--- config.mk ---
export PLATFORM = sky130hd
export DESIGN_NAME = instr_fetch_unit
export DESIGN_NICKNAME = d
export VERILOG_FILES = /design/src/rtl/instr_fetch_unit.sv
export SDC_FILE = /design/constraint.sdc
export NUM_CORES = 1
export LEC_CHECK = 0
export CAP_MARGIN = 20
export CORE_UTILIZATION = 47
export CTS_CLUSTER_DIAMETER = 60
export DETAILED_ROUTE_END_ITERATION = 16
export PLACE_DENSITY = 0.8
export SETUP_SLACK_MARGIN = 0.1
export SYNTH_ARGS = -nofsm -noshare
export SYNTH_HDL_FRONTEND = slang
export SYNTH_SLANG_ARGS = --single-unit
--- constraint.sdc ---
create_clock -name clk -period 3.65 [get_ports clk]
set_clock_uncertainty 0.2 [all_clocks]
set_input_delay 0.73 -clock clk [delete_from_list [all_inputs] [get_ports clk]]
set_output_delay 0.73 -clock clk [all_outputs]
set_load 0.01 [all_outputs]
--- src/rtl/instr_fetch_unit.sv ---
// -----------------------------------------------------------------------------
// instr_fetch_unit
//   Fetch stage in front of the multi-cycle control FSM. It issues word reads to
//   instruction memory over a req/ack handshake and holds at most one
//   prefetched instruction. The control FSM sees W_IR_valid and loads IR/PC
//   with write_ir. A redirect (pc_load) retargets fetching. If a request is
//   already outstanding, the redirect waits for that ack and throws its data
//   away. A sticky timeout flag reports a memory that never answers.
//
// Ports
//   clk, rst      clock (rising edge), asynchronous active-high reset
//   write_pc      from control FSM, only meaningful together with write_ir
//   write_ir      consume the buffered instruction into IR/PC
//   pc_load       single-cycle redirect strobe
//   pc_new        redirect target (low two bits ignored)
//   imem_req      fetch request level, imem_addr stable while high
//   imem_addr     fetch word address
//   imem_ack      one-cycle response strobe, meaningful only while imem_req=1
//   imem_rdata    instruction word qualified by imem_ack
//   W_IR_valid    buffer holds an instruction ready for IR
//   IR            instruction register
//   PC            address of the instruction in IR, plus 4
//   fetch_err     sticky timeout flag, cleared by rst or pc_load
// -----------------------------------------------------------------------------
module instr_fetch_unit #(
  parameter int                 ADDR_W   = 32,
  parameter int                 DATA_W   = 32,
  parameter logic [ADDR_W-1:0]  RESET_PC = '0,
  parameter int                 TO_W     = 8
) (
  input  logic              clk,
  input  logic              rst,
  input  logic              write_pc,
  input  logic              write_ir,
  input  logic              pc_load,
  input  logic [ADDR_W-1:0] pc_new,
  output logic              imem_req,
  output logic [ADDR_W-1:0] imem_addr,
  input  logic              imem_ack,
  input  logic [DATA_W-1:0] imem_rdata,
  output logic              W_IR_valid,
  output logic [DATA_W-1:0] IR,
  output logic [ADDR_W-1:0] PC,
  output logic              fetch_err
);

  typedef enum logic [1:0] {
    F_IDLE = 2'd0,
    F_REQ  = 2'd1,
    F_FULL = 2'd2,
    F_DROP = 2'd3
  } state_t;

  localparam logic [ADDR_W-1:0] WORD_STEP = ADDR_W'(4);
  localparam logic [TO_W-1:0]   TO_MAX    = '1;
  localparam logic [TO_W-1:0]   TO_LAST   = TO_MAX - 1'b1;

  function automatic logic [ADDR_W-1:0] word_align(input logic [ADDR_W-1:0] a);
    return {a[ADDR_W-1:2], 2'b00};
  endfunction

  // Saturating increment keeps the stall counter parked at all-ones.
  function automatic logic [TO_W-1:0] sat_inc(input logic [TO_W-1:0] c);
    return (c == TO_MAX) ? c : c + 1'b1;
  endfunction

  state_t              state, state_nxt;
  logic [ADDR_W-1:0]   fetch_addr;
  logic [ADDR_W-1:0]   fetch_addr_next;
  logic [DATA_W-1:0]   buf_data;
  logic [ADDR_W-1:0]   buf_addr;
  logic                buf_valid;
  logic [TO_W-1:0]     to_cnt;

  logic                in_req;
  logic                buf_load;
  logic                buf_clr;
  logic                ir_load;
  logic                addr_inc;
  logic                addr_tgt;
  logic                tgt_save;
  logic [ADDR_W-1:0]   redirect_addr;

  // write_pc carries no information beyond write_ir here.
  logic                unused_ok;
  assign unused_ok = write_pc;

  assign in_req     = (state == F_REQ) || (state == F_DROP);
  assign imem_req   = in_req;
  assign imem_addr  = fetch_addr;
  assign W_IR_valid = buf_valid;

  // A redirect in the same cycle as a dropped ack wins over the pending target.
  assign redirect_addr = pc_load ? word_align(pc_new) : fetch_addr_next;

  always_ff @(posedge clk or posedge rst) begin
    if (rst) state <= F_IDLE;
    else     state <= state_nxt;
  end

  always_comb begin
    state_nxt = state;
    buf_load  = 1'b0;
    buf_clr   = 1'b0;
    ir_load   = 1'b0;
    addr_inc  = 1'b0;
    addr_tgt  = 1'b0;
    tgt_save  = 1'b0;
    case (state)
      F_IDLE: begin
        state_nxt = F_REQ;
        addr_tgt  = pc_load;
      end
      F_REQ: begin
        if (pc_load) begin
          if (imem_ack) begin
            addr_tgt  = 1'b1;
          end else begin
            // Request is outstanding: keep imem_addr stable and wait it out.
            tgt_save  = 1'b1;
            state_nxt = F_DROP;
          end
        end else if (imem_ack) begin
          buf_load  = 1'b1;
          addr_inc  = 1'b1;
          state_nxt = F_FULL;
        end
      end
      F_FULL: begin
        if (pc_load) begin
          addr_tgt  = 1'b1;
          buf_clr   = 1'b1;
          state_nxt = F_REQ;
        end else if (write_ir) begin
          ir_load   = 1'b1;
          buf_clr   = 1'b1;
          state_nxt = F_REQ;
        end
      end
      F_DROP: begin
        if (imem_ack) begin
          addr_tgt  = 1'b1;
          state_nxt = F_REQ;
        end else if (pc_load) begin
          tgt_save  = 1'b1;
        end
      end
      default: state_nxt = F_IDLE;
    endcase
  end

  // Control and architecturally visible registers.
  always_ff @(posedge clk or posedge rst) begin
    if (rst) begin
      fetch_addr <= RESET_PC;
      buf_valid  <= 1'b0;
      IR         <= '0;
      PC         <= RESET_PC;
      to_cnt     <= '0;
      fetch_err  <= 1'b0;
    end else begin
      if (addr_tgt)      fetch_addr <= redirect_addr;
      else if (addr_inc) fetch_addr <= fetch_addr + WORD_STEP;

      if (buf_load)      buf_valid <= 1'b1;
      else if (buf_clr)  buf_valid <= 1'b0;

      if (ir_load) begin
        IR <= buf_data;
        PC <= buf_addr + WORD_STEP;
      end

      if (in_req && !imem_ack) to_cnt <= sat_inc(to_cnt);
      else                     to_cnt <= '0;

      if (pc_load)                                         fetch_err <= 1'b0;
      else if (in_req && !imem_ack && (to_cnt == TO_LAST)) fetch_err <= 1'b1;
    end
  end

  // Payload registers; their contents only matter while qualified by state.
  always_ff @(posedge clk) begin
    if (buf_load) begin
      buf_data <= imem_rdata;
      buf_addr <= fetch_addr;
    end
    if (tgt_save) fetch_addr_next <= word_align(pc_new);
  end

endmodule

==> key figures, run 1 <==
Critical path
  • Nature of the critical path startpoint: flip-flop
  • Worst Path Buf+Inv: 1
  • Crit path max-delay cell type: dfrtp_1
  • WP data arrival: between 1.5 and 2 ns
  • CP top delay family: flip-flops
  • Crit-path cells: clkdlybuf4s50_1
  • CP peak stage delay: approximately 0.73 ns
  • CP max FO: 18
  • Crit path capture type: output pin
  • WP data required: 2.72 ns
  • Critical setup path kind: flip-flop to output pin

Floorplan
  • Core Footprint: 0.0180 mm2
  • Site Rows: 49
  • Die area: ~0.019 mm2
  • Starting Density: between 40% and 50%
  • Ports: 169
  • Die Y: 138 um
  • Die Width: 138 um

STA
  • Min Tclk post-route: 2.77 ns
  • Worst-Margin Slew: 0.669 ns
  • Fmax: 362 MHz
  • RSZ-0062 raised after global routing: false
  • Fin Setup TNS: 0 ns
  • Final Slew Violations: 0
  • Period Utilization, post-route: 75.8%
  • Min Hold Slack: around 0.27 ns
  • Worst slew margin: between 50% and 60%
  • Final Hold Fails: 0
  • Final setup violation count: 0

Clocking
  • CTS Buf Count: 17
  • Hold buffers post-CTS: 0
  • Clock sink count: 196
  • Clock Tree Buf Depth: 2
  • Number of setup buffers added after CTS: 0
  • CTS tree: done
  • Clock Latency Late Sink: 0.44 ns
  • Number of H-tree levels: 4
  • Root buffer cell: clkbuf_16
  • Post_cts resized: 0
  • CTS clk-pin slew, worst paths: 0.07 ns

Detailed routing
  • Via count: 5805
  • DR WL/cell: 17.5 um
  • Drc violations: 0
  • Vias per Instance: 5.38
  • First-pass iteration count of the detailed router: 5
  • Final WL: 18900 um
  • 1st-iter DRT viols: 477
  • Antenna Nets Post-Route: 0

Logic synthesis
  • Area fraction of the dominant cell type after synthesis: 32.0%
  • Sequential area share after synthesis: 62.1%
  • EDFF count, synth: 92
  • Synth Area per Inst: between 10 and 15 um2
  • Top FF cell, synth: dfrtp_1
  • Yosys cell types: 56
  • Synth warn: 0
  • Top post-synthesis cells by area: edfxtp_1, dfrtp_1, mux2_2, a21oi_1, xor2_1
  • Synth area leader: edfxtp_1
  • Mapped Cells: ~680
  • #FFs+latches synth: 196
  • Async S/R FF share, synth: 53.1%
  • Post-synthesis cell area: 0.00864 mm2

GRT
  • Largest net degree at the start of global routing: 91
  • GR Overflow Total: 0
  • Vias in the first global route: ~5500
  • GRT Util Overall: 21.1%
  • First-pass GRT wire length: 29700 um
  • Antenna violations before repair: 0

Finish
  • Area growth from synthesis to layout: 27.6%
  • Layout cells sized above 1: 12.7%
  • Most frequent cells in the layout: clkdlybuf4s50_1, dfrtp_1, edfxtp_1, a21oi_1, nor2_1
  • Finished Cell Area: roughly 0.011 mm2
  • Nets: approximately 900
  • Commonest non-fill, non-tap cell in the layout: clkdlybuf4s50_1
  • Antenna diodes: 0
  • Filler Cells Inserted: 1415

Pwr
  • Pwr Density: 637 mW/mm2
  • Peak supply drop: 0.366 mV
  • Total design power: 0.00702 W
  • Leakage: 4.15 nW

Outcome
  • Outcome: finished clean

Placed design
  • HPWL after detailed placement: around 13000 um
  • Final GP Congestion: 0.886
  • Dpl cell area: 0.0104 mm2
  • I/O Buffers: about 160

Min path
  • Tightest Hold Check Type: flip-flop to flip-flop

Flow run
  • Max-cap violation count: 0
==> final cells by class <==
| class | instances | area (um2) | share of cell area (%) |
|---|---|---|---|
| Tap cell | 229 | 287 | 2.60 |
| Timing Repair Buffer | 172 | 1750 | 15.9 |
| Multi-Input combinational cell | 432 | 2980 | 27.0 |
| Clock inverter | 15 | 144 | 1.31 |
| Sequential cell | 196 | 5370 | 48.7 |
| Clock buffer | 17 | 425 | 3.86 |
| Inverter | 17 | 67.6 | 0.613 |
==> report_power, final <==
part           switching [W]  internal [W]
sequential          0.000392       0.00283
clock               0.000899      0.000906
combinational       0.000861       0.00114
==> state kept, by name, indices dropped and copies added (netlist names) <==
register / cells
IR: 32
imem_addr: 30
fetch_err: 1
state: 2
to_cnt: 8
PC: 30
fetch_addr_next: 30
W_IR_valid: 1
buf_addr: 30
buf_data: 32
==> cells in the mapped netlist (15+ instances only) <==
cell type and number:
buf_4 15, nor2_1 51, a21oi_1 70, nand4_1 22
buf_2 17, nand2b_1 16, xnor2_1 19, dfrtp_1 104
inv_1 17, nand2_1 22, nand3_1 24, edfxtp_1 92
xor2_1 26, mux2_2 32
==> path summary, 6_finish.rpt <==
kind / start / endpoint / slack, ns / cells after the start
hold reg to reg: buf_data[10]$_DFFE_PP_ / IR[10]$_DFFE_PP0P_ / 0.27 / 1
max in group asynchronous: rst / imem_addr[29]$_DFFE_PP0P_ / 2.07 / 3
hold / removal: buf_data[10]$_DFFE_PP_ / IR[10]$_DFFE_PP0P_ / 0.27 / 1
setup / recovery: state[0]$_DFFE_PP0P_ / imem_req / 0.88 / 1
min in group asynchronous: rst / IR[29]$_DFFE_PP0P_ / 0.54 / 2
setup reg to reg: state[0]$_DFFE_PP0P_ / imem_addr[25]$_DFFE_PP0P_ / 1.04 / 4
==> routing by layer <==
layer / up-vias / GRT usage (%) / part of all wire, %
li1: 2803 / - / -
met1: 2771 / 28.7 / 44
met2: 192 / 32.2 / 48
met3: 39 / 4.71 / 5.2
met4: 0 / 9.65 / 2.9
met5: - / 0 / 0
==> logic make-up after synthesis <==
logic type	Yosys count	synth area share [%]
AOI/OAI and AO/OA	144	10.8
xor gates and xnor gates	45	4.56
adders and majority gates	4	0.579
buffers and inverters	58	3.61
DFF	196	62.1
muxes	42	5.35
other	1	0.0434
and+or+nand+nor	193	13.0
==> per-stage QoR <==
step                      setup WS [ns]  util [%]  std cells
final                             0.884      61.3       1078
after global routing              0.779      61.3       1078
after CTS                         0.871      61.3       1078
after detailed placement          0.597      58.2       1046
after global placement            0.636      58.2       1046
after floorplan                   0.262         -        686
No activity file was read; power rests on OpenSTA's default activity.
==> inputs of run 2 (changes only) <==
- CORE_UTILIZATION: 47 -> 50
- PLACE_DENSITY: 0.8 -> 0.81
- clock period: 3.65 -> 2.6 ns (I/O delays scaled with it)
==> run 2 against run 1 <==
- sequential power grew 40%
- flip-flop and latch count is the same
- worst setup slack got worse by 0.63 ns
- clock-buffer cell count stayed put
- worst hold slack worse by 0.061 ns
- sequential share of layout area shrank 0.86 points
- cell count up 1.1%
- combinational power is 44% higher
- critical path depth is 3 higher
- register-to-register slack worse by 0.78 ns
- largest power group unchanged
==> key figures, run 2 (synthesized netlist as in run 1, its figures left out) <==
Outcome
  • Outcome: finished clean

Detailed routing
  • Vias per Instance: 5.40
  • DR WL/cell: 16.8 um
  • Antenna Nets Post-Route: 0
  • 1st-iter DRT viols: ~460
  • Via count: 5889
  • Drc violations: 0
  • Final WL: between 15000 and 20000 um
  • First-pass iteration count of the detailed router: 5

Critical path
  • Worst Path Buf+Inv: 1
  • Crit path launch: state[1]$_DFFE_PP0P_
  • CP top delay family: flip-flops
  • FF-to-FF End: IR[29]$_DFFE_PP0P_
  • Critical Path End: IR[29]$_DFFE_PP0P_
  • Depth of the worst register-to-register path: 4
  • Crit-path cells: nand2_1, nor3b_2, buf_12, mux2_2
  • WP data arrival: between 2 and 2.5 ns
  • Worst r2r src: state[1]$_DFFE_PP0P_
  • R2R Setup Slk: 0.26 ns
  • Crit path max-delay cell type: dfrtp_1
  • Nature of the critical path startpoint: flip-flop
  • WP data required: 2.72 ns
  • CP peak stage delay: 0.72 ns
  • Critical setup path kind: flip-flop to flip-flop
  • CP max FO: 62
  • Crit path capture type: flip-flop
  • Worst path depth: 4

STA
  • Final setup violation count: 0
  • Worst-Margin Slew: around 0.60 ns
  • Min Tclk post-route: 2.34 ns
  • Final Hold Fails: 0
  • Worst slew margin: 59.9%
  • RSZ-0062 raised after global routing: false
  • Period Utilization, post-route: 90.1%
  • Final Slew Violations: 0
  • Fmax: around 430 MHz

GRT
  • First-pass GRT wire length: 29500 um
  • Top Usage Layer GRT: met2
  • Met1 GRT Util: 29.3%
  • GRT Util Overall: 21.6%
  • Antenna violations before repair: 0
  • Vias in the first global route: 5608
  • Largest net degree at the start of global routing: 63
  • GRT met3 Usage: between 6 and 7%
  • Grt met2 use: 33.9%
  • GR Overflow Total: 0

Clocking
  • Post_cts resized: 0
  • CTS tree: done
  • Clock sink count: 196
  • Number of H-tree levels: 4
  • Number of setup buffers added after CTS: 0
  • CTS Buf Count: 17
  • Hold buffers post-CTS: 0
  • Clock Latency Late Sink: ~0.44 ns
  • Root buffer cell: clkbuf_16
  • Clock Tree Buf Depth: 2
  • CTS clk-pin slew, worst paths: 0.08 ns

Flow run
  • Max-cap violation count: 0

Finish
  • Antenna diodes: 0
  • Commonest non-fill, non-tap cell in the layout: clkdlybuf4s50_1
  • Area growth from synthesis to layout: 29.8%
  • Layout cells sized above 1: ~15%
  • Top flop regs: IR x32, buf_data x32
  • Nets: roughly 930
  • Final cell count without fillers: 1090
  • Final core area utilization: roughly 67%
  • Most frequent cells in the layout: clkdlybuf4s50_1, dfrtp_1, edfxtp_1, a21oi_1, nor2_1

Floorplan
  • Die Width: between 100 and 150 um
  • Core Footprint: 0.0167 mm2
  • Die area: 0.0178 mm2
  • Starting Density: 51.7%
  • Ports: 169
  • Die Y: 133 um
  • Site Rows: 47

Pwr
  • Peak supply drop: ~0.64 mV
  • Leakage: 4.25 nW
  • Pwr Density: ~890 mW/mm2
  • Total design power: about 0.0099 W

Placed design
  • HPWL after detailed placement: about 13000 um
  • I/O Buffers: 161
  • Total placed cells including tap cells: 1058
  • Final GP Congestion: 0.844

Min path
  • Tightest Hold Check Type: input pin to flip-flop
-- run 2: routing by layer --
layer	vias to the layer above	wire length (um)
met5	-	0
met4	0	268
met3	23	1190
met2	212	8660
met1	2797	8150
li1	2857	-
-- run 2: worst min-delay path by stage --
stage / from / endpoint / slack (ns) / cells after the start
floorplan: buf_data[10]$_DFFE_PP_ / IR[10]$_DFFE_PP0P_ / 0.24 / 1
global placement: buf_data[10]$_DFFE_PP_ / IR[10]$_DFFE_PP0P_ / 0.25 / 1
detailed placement: buf_data[10]$_DFFE_PP_ / IR[10]$_DFFE_PP0P_ / 0.26 / 1
CTS: pc_load / fetch_err$_DFFE_PP0P_ / 0.20 / 2
global route: pc_load / fetch_err$_DFFE_PP0P_ / 0.23 / 2
finish: pc_load / fetch_err$_DFFE_PP0P_ / 0.21 / 2
-- run 2: layout make-up --
cell class	instances	area [um2]
Tap cell	220	275
Clock buffer	17	425
Timing Repair Buffer	193	1920
Fill cell	1214	5490
Sequential cell	196	5370
Clock inverter	15	161
Inverter	17	71.3
Multi-Input combinational cell	432	2990
-- run 2: per-stage QoR --
stage,setup slack (ns),hold WS [ns],cell area (um2),setup TNS (ns)
floorplan,-0.0433,0.239,8690,-0.0433
global placement,0.127,0.250,10600,0
detailed placement,0.0911,0.258,10600,0
CTS,0.269,0.195,11200,0
global route,0.123,0.231,11200,0
finish,0.258,0.209,11200,0
-- run 2: worst register-to-register path, cell delays in order (launching register included) --
cell	delay, ns
dfrtp_1	0.72
nand2_1	0.21
nor3b_2	0.31
buf_12	0.31
mux2_2	0.48
-- run 2: power breakdown --
group | internal [W] | switching [W]
Combinational | 0.00165 | 0.00124
Clock | 0.00129 | 0.00126
Sequential | 0.00397 | 0.000539
Total | 0.00691 | 0.00304
==> edit 1: new RTL, flow settings as in run 2 <==
The 4 states of `state_t` get a one-hot encoding in 4 bits.
--- a/src/rtl/instr_fetch_unit.sv
+++ b/src/rtl/instr_fetch_unit.sv
@@ -45,9 +45,9 @@
 );
 
-  typedef enum logic [1:0] {
-    F_IDLE = 2'd0,
-    F_REQ  = 2'd1,
-    F_FULL = 2'd2,
-    F_DROP = 2'd3
+  typedef enum logic [3:0] {
+    F_IDLE = 4'b0001,
+    F_REQ  = 4'b0010,
+    F_FULL = 4'b0100,
+    F_DROP = 4'b1000
   } state_t;
 
Function: no difference found for any inputs over 4 cycles, from zero or initial values and one cycle with rst high; so few cycles prove little.
==> edit 1 against run 2 <==
- sequential power is 5.8% higher
- synthesized area down 2.2%
- die area fell by 2.2%
- worst setup slack improved by 40 ps
- total power up 6.8%
- final cell count decreased by 2.7%
- design area decreased by 1.2%
- combinational power up 10%
- wire length shrank 1.9%
- sequential cell count is 2 higher
- sequential share of layout area increased by 1.1 points
- largest cell class unchanged
- critical endpoint is now imem_addr[25]
- first-iteration DRC count is 12% lower
==> edit 1: results (changes against run 2) <==
Parameter                              Value

Status
  Run status    completed (unchanged)

Critical path
  Endpoint of the worst-slack reg-to-reg timing path    PC[4]$_DFFE_PP0P_ (was IR[29]$_DFFE_PP0P_)
  Largest fanout on the critical path    8 (was 62)
  Largest incremental delay on the critical path    620 ps (was 720 ps)
  Start point of the critical path    imem_addr[25]$_DFFE_PP0P_ (was state[1]$_DFFE_PP0P_)
  Data arrival time at the worst-slack endpoint    1580 ps (was 2460 ps)
  Library cell contributing the largest single delay on the critical path    clkdlybuf4s50_1 (was dfrtp_1)
  R2R cell count    7 (was 4)

Placement
  Pre-CTS WS    50.2 ps (was 91.1 ps)
  Placed wire-length estimate after detailed placement    12.8 mm (was 13.0 mm)
  Global placement routability congestion    0.872 (was 0.844)
  Cell total after placement    1030 (was 1058)

Route
  Via-per-instance ratio    5.43 (was 5.40)
  Detailed Route Iter0 Violations    408 (was 464)

Final layout
  Layout cell share with drive strength beyond 1    14.6% (was 15.3%)
  Net count of the finished layout    903 (was 931)

Global routing
  First-pass GRT wire length    29.3 mm (was 29.5 mm)
  Aggregate global-route resource usage    21.6% (about the same)

Clocking
  Clock input transition at the sequential cells of the worst setup and hold paths    60 ps (was 80 ps)

Min path
  Startpoint of the worst hold path    buf_data[21]$_DFFE_PP_ (was pc_load)
  Worst hold path cell count    1 (was 2)

Synthesis
  Unique cell type count in the Yosys netlist    55 (was 56)
  Mux cell area share after synthesis    8.64% (was 5.35%)
  Sequential cell area fraction in the yosys report    64.2% (was 62.1%)
  Post-synth ARST share    53.5% (was 53.1%)
  Compound-gate portion of the synthesized area    5.93% (was 10.8%)
  Synthesized instance count    653 (was 683)
  Cell types with the largest area share after synthesis    edfxtp_1 33%, dfrtp_1 31%, mux2_2 7.3% (was edfxtp_1 32%, dfrtp_1 30%, mux2_2 4.2%)
  Area share of xor/xnor cells in the synthesized design    5.29% (was 4.56%)
==> edit 1: cell count changes after synthesis, moves of 14 or more <==
cell / delta
o21ai_0: +14
mux2_2: +23
nand2_1: +50
nor2_1: -29
o21ai_1: +24
a21oi_1: -63
==> edit 1: where the power goes <==
part           switching, W  internal [W]  total, W  leakage, nW
logic               0.00140       0.00178   0.00318         1.79
registers          0.000665       0.00411   0.00477         2.20
clock network       0.00105       0.00162   0.00267        0.292
total               0.00312       0.00750    0.0106         4.28
==> edit 1: final cells by class <==
cell class / count / area, µm²
clock inverter: 11 / 158
tap: 220 / 275
multi-input combinational: 417 / 2860
inverter: 8 / 37.5
clock buffer: 20 / 447
sequential: 198 / 5420
timing repair buffer: 187 / 1880
fill: 1182 / 5450
==> edit 1: routing by layer <==
metal / vias up / wire length, µm / global-route usage (%)
met5: - / 0 / 0
met4: 0 / 436 / 8.91
met3: 39 / 1250 / 5.96
met2: 250 / 8250 / 34.0
met1: 2744 / 7980 / 28.5
li1: 2730 / - / -
==> edit 2: new RTL, settings of run 2 <==
Without the edit above. Set the parameter `ADDR_W` to 48 (it was 32).
--- a/src/rtl/instr_fetch_unit.sv
+++ b/src/rtl/instr_fetch_unit.sv
@@ -24,5 +24,5 @@
 // -----------------------------------------------------------------------------
 module instr_fetch_unit #(
-  parameter int                 ADDR_W   = 32,
+  parameter int                 ADDR_W   = 48,
   parameter int                 DATA_W   = 32,
   parameter logic [ADDR_W-1:0]  RESET_PC = '0,
Interface: changed (resized PC, imem_addr and pc_new); port bits go from 169 to 217. No check against the original RTL was run, so the function may have changed too.
==> edit 2 against run 2 <==
- total power grew 25%
- sequential share of layout area grew 0.061 points
- worst setup slack worse by 91 ps
- global-route usage increased by 0.40 points
- critical endpoint is now imem_addr[4]
- clock power up 48%
- maximum frequency is 3.8% lower
- sequential cell count up 64
- non-clock buffer count rose by 83
- design area grew 33%
- synthesized area is 28% higher
- first-iteration DRC count is 0.22% higher
- synthesized cell count is 28% higher
- largest power group unchanged
- wire length up 37%
==> edit 2: results (changes against run 2) <==
Parameter                              Value

Synthesis
  Most instantiated cells after synthesis    136 x dfrtp_1, 124 x edfxtp_1, 78 x nor2_1, 65 x a21oi_1 (was 104 x dfrtp_1, 92 x edfxtp_1, 70 x a21oi_1, 51 x nor2_1, 32 x mux2_2)
  Unique cell type count in the Yosys netlist    49 (was 56)
  Compound-gate portion of the synthesized area    8.57% (was 10.8%)
  Area share of fa/ha/maj cells after synthesis    0.452% (was 0.579%)
  Area share of xor/xnor cells in the synthesized design    5.07% (was 4.56%)
  Mux cell area share after synthesis    6.68% (was 5.35%)
  Post-synth ARST share    52.3% (was 53.1%)
  Synthesized instance count    871 (was 683)
  Main synth FF type    dfrtp_1 (unchanged)
  Sequential cell area fraction in the yosys report    64.4% (was 62.1%)
  Cell types with the largest area share after synthesis    edfxtp_1 34%, dfrtp_1 31%, mux2_2 4.8% (was edfxtp_1 32%, dfrtp_1 30%, mux2_2 4.2%)
  Number of flops mapped to enable cells by yosys    124 (was 92)

Global routing
  Maximum number of pins on one net before global-route repair    69 (was 63)
  First-pass GRT wire length    39.0 mm (was 29.5 mm)
  Aggregate global-route resource usage    22.0% (was 21.6%)
  Number of global-route vias before repair    7301 (was 5608)

Final layout
  Layout cell share with drive strength beyond 1    14.6% (was 15.3%)
  Net count of the finished layout    1224 (was 931)
  Layout Cells excl Fill    1436 (was 1090)

Critical path
  Data arrival time at the worst-slack endpoint    1710 ps (was 2460 ps)
  Library cell contributing the largest single delay on the critical path    clkdlybuf4s50_1 (was dfrtp_1)
  Largest incremental delay on the critical path    630 ps (was 720 ps)
  Largest fanout on the critical path    9 (was 62)
  Largest delay contributor family on the critical path    buffers and inverters (was flip-flops)

Clocking
  Clock input transition at the sequential cells of the worst setup and hold paths    60 ps (was 80 ps)
  Number of buffers on the longest clock path    3 (was 2)
  Clock latency at the later pin of the worst-skew pair    540 ps (was 440 ps)
  Number of buffers created by CTS    28 (was 17)
  CTS H-tree depth    1 (was 4)

Placement
  Placed wire-length estimate after detailed placement    18.2 mm (was 13.0 mm)
  Cell total after placement    1383 (was 1058)
  Global placement routability congestion    0.849 (was 0.844)
  Pre-CTS WS    -135 ps (was 91.1 ps)
  Port Buf Inserts    209 (was 161)

STA
  Transition time at the pin with the least slew margin    541 ps (was 602 ps)

Power and ir drop
  Lkg Pwr    5.69 nW (was 4.25 nW)
  Max VDD drop    0.476 mV (was 0.640 mV)

Status
  Run status    completed (unchanged)

Route
  Detailed Route Iter0 Violations    465 (was 464)
  Detailed-route wire length    25.1 mm (was 18.3 mm)
  Via-per-instance ratio    5.46 (was 5.40)

Min path
  HP Class    in -> async (was in -> reg)
edit 2: cell count changes after synthesis, sizes merged, moves of 10 or more:
cell    before  now
xor2        26   47
dfrtp      104  136
inv         17    7
buf         35   11
nor2        53   78
mux2        33   47
mux2i        9   21
nand2b      16    4
edfxtp      92  124
a211oi      12   33
nand3       26   38
a21oi       79   65
clkbuf       6   35
nand2       22   41
edit 2: repair_timing:
action | 4_1_cts | 5_1_grt
gates resized for setup | 0 | 4
setup endpoints to repair | 0 | 14
buffers inserted | 0 | 1
edit 2: path summary, 6_finish.rpt:
path / end / cells after the start / startpoint / slack [ps]
max: imem_addr[4] / 1 / imem_addr[4]$_DFFE_PP0P_ / 170
max reg2reg: imem_addr[43]$_DFFE_PP0P_ / 6 / imem_addr[8]$_DFFE_PP0P_ / 170
min reg2reg: IR[10]$_DFFE_PP0P_ / 1 / buf_data[10]$_DFFE_PP_ / 280
min: PC[14]$_DFFE_PP0P_ / 2 / rst / 150
max in group asynchronous: IR[22]$_DFFE_PP0P_ / 3 / rst / 1420
min in group clk: state[1]$_DFFE_PP0P_ / 5 / pc_load / 200
edit 2: report_power, final:
| part | switching (W) | internal [W] |
|---|---|---|
| Clock | 0.00154 | 0.00224 |
| Combinational | 0.00134 | 0.00171 |
| Sequential | 0.000510 | 0.00508 |
edit 2: stage by stage:
| stage | cell area (µm²) | total power (W) | setup TNS [ps] | hold slack, ps | utilization (%) |
|---|---|---|---|---|---|
| 6_report | 14900 | 0.0124 | 0 | 151 | 68.4 |
| 5_1_grt | 14900 | 0.0130 | 0 | 174 | 68.4 |
| 4_1_cts | 14900 | 0.0125 | 0 | 146 | 68.3 |
| 3_5_place_dp | 14000 | 0.00871 | -1110 | 264 | 64.2 |
| 3_3_place_gp | 14000 | 0.00861 | -186 | 255 | 64.2 |
| 2_1_floorplan | 11100 | 0.00680 | 0 | 251 | - |
edit 2: per-layer routing:
layer	up-vias	part of all wire [%]	global-route usage, %
li1	3757	-	-
met1	3718	45	31.7
met2	304	45	33.3
met3	56	6.6	3.97
met4	0	3.4	8.00
met5	-	0	0
edit 2: area by class of cell:
| class | instances | area, µm² |
|---|---|---|
| clock inverter | 8 | 68.8 |
| fill | 1585 | 6880 |
| clock buffer | 44 | 812 |
| sequential | 260 | 7130 |
| inverter | 7 | 32.5 |
| tap | 280 | 350 |
| multi-input combinational | 561 | 3750 |
| timing repair buffer | 276 | 2740 |
edit 2: cells by family after synthesis:
family / Yosys count
flops: 260
fa+ha+maj: 4
xor+xnor: 64
compound gates: 150
simple gates: 271
other cells: 1
buf+inv: 53
mux: 68
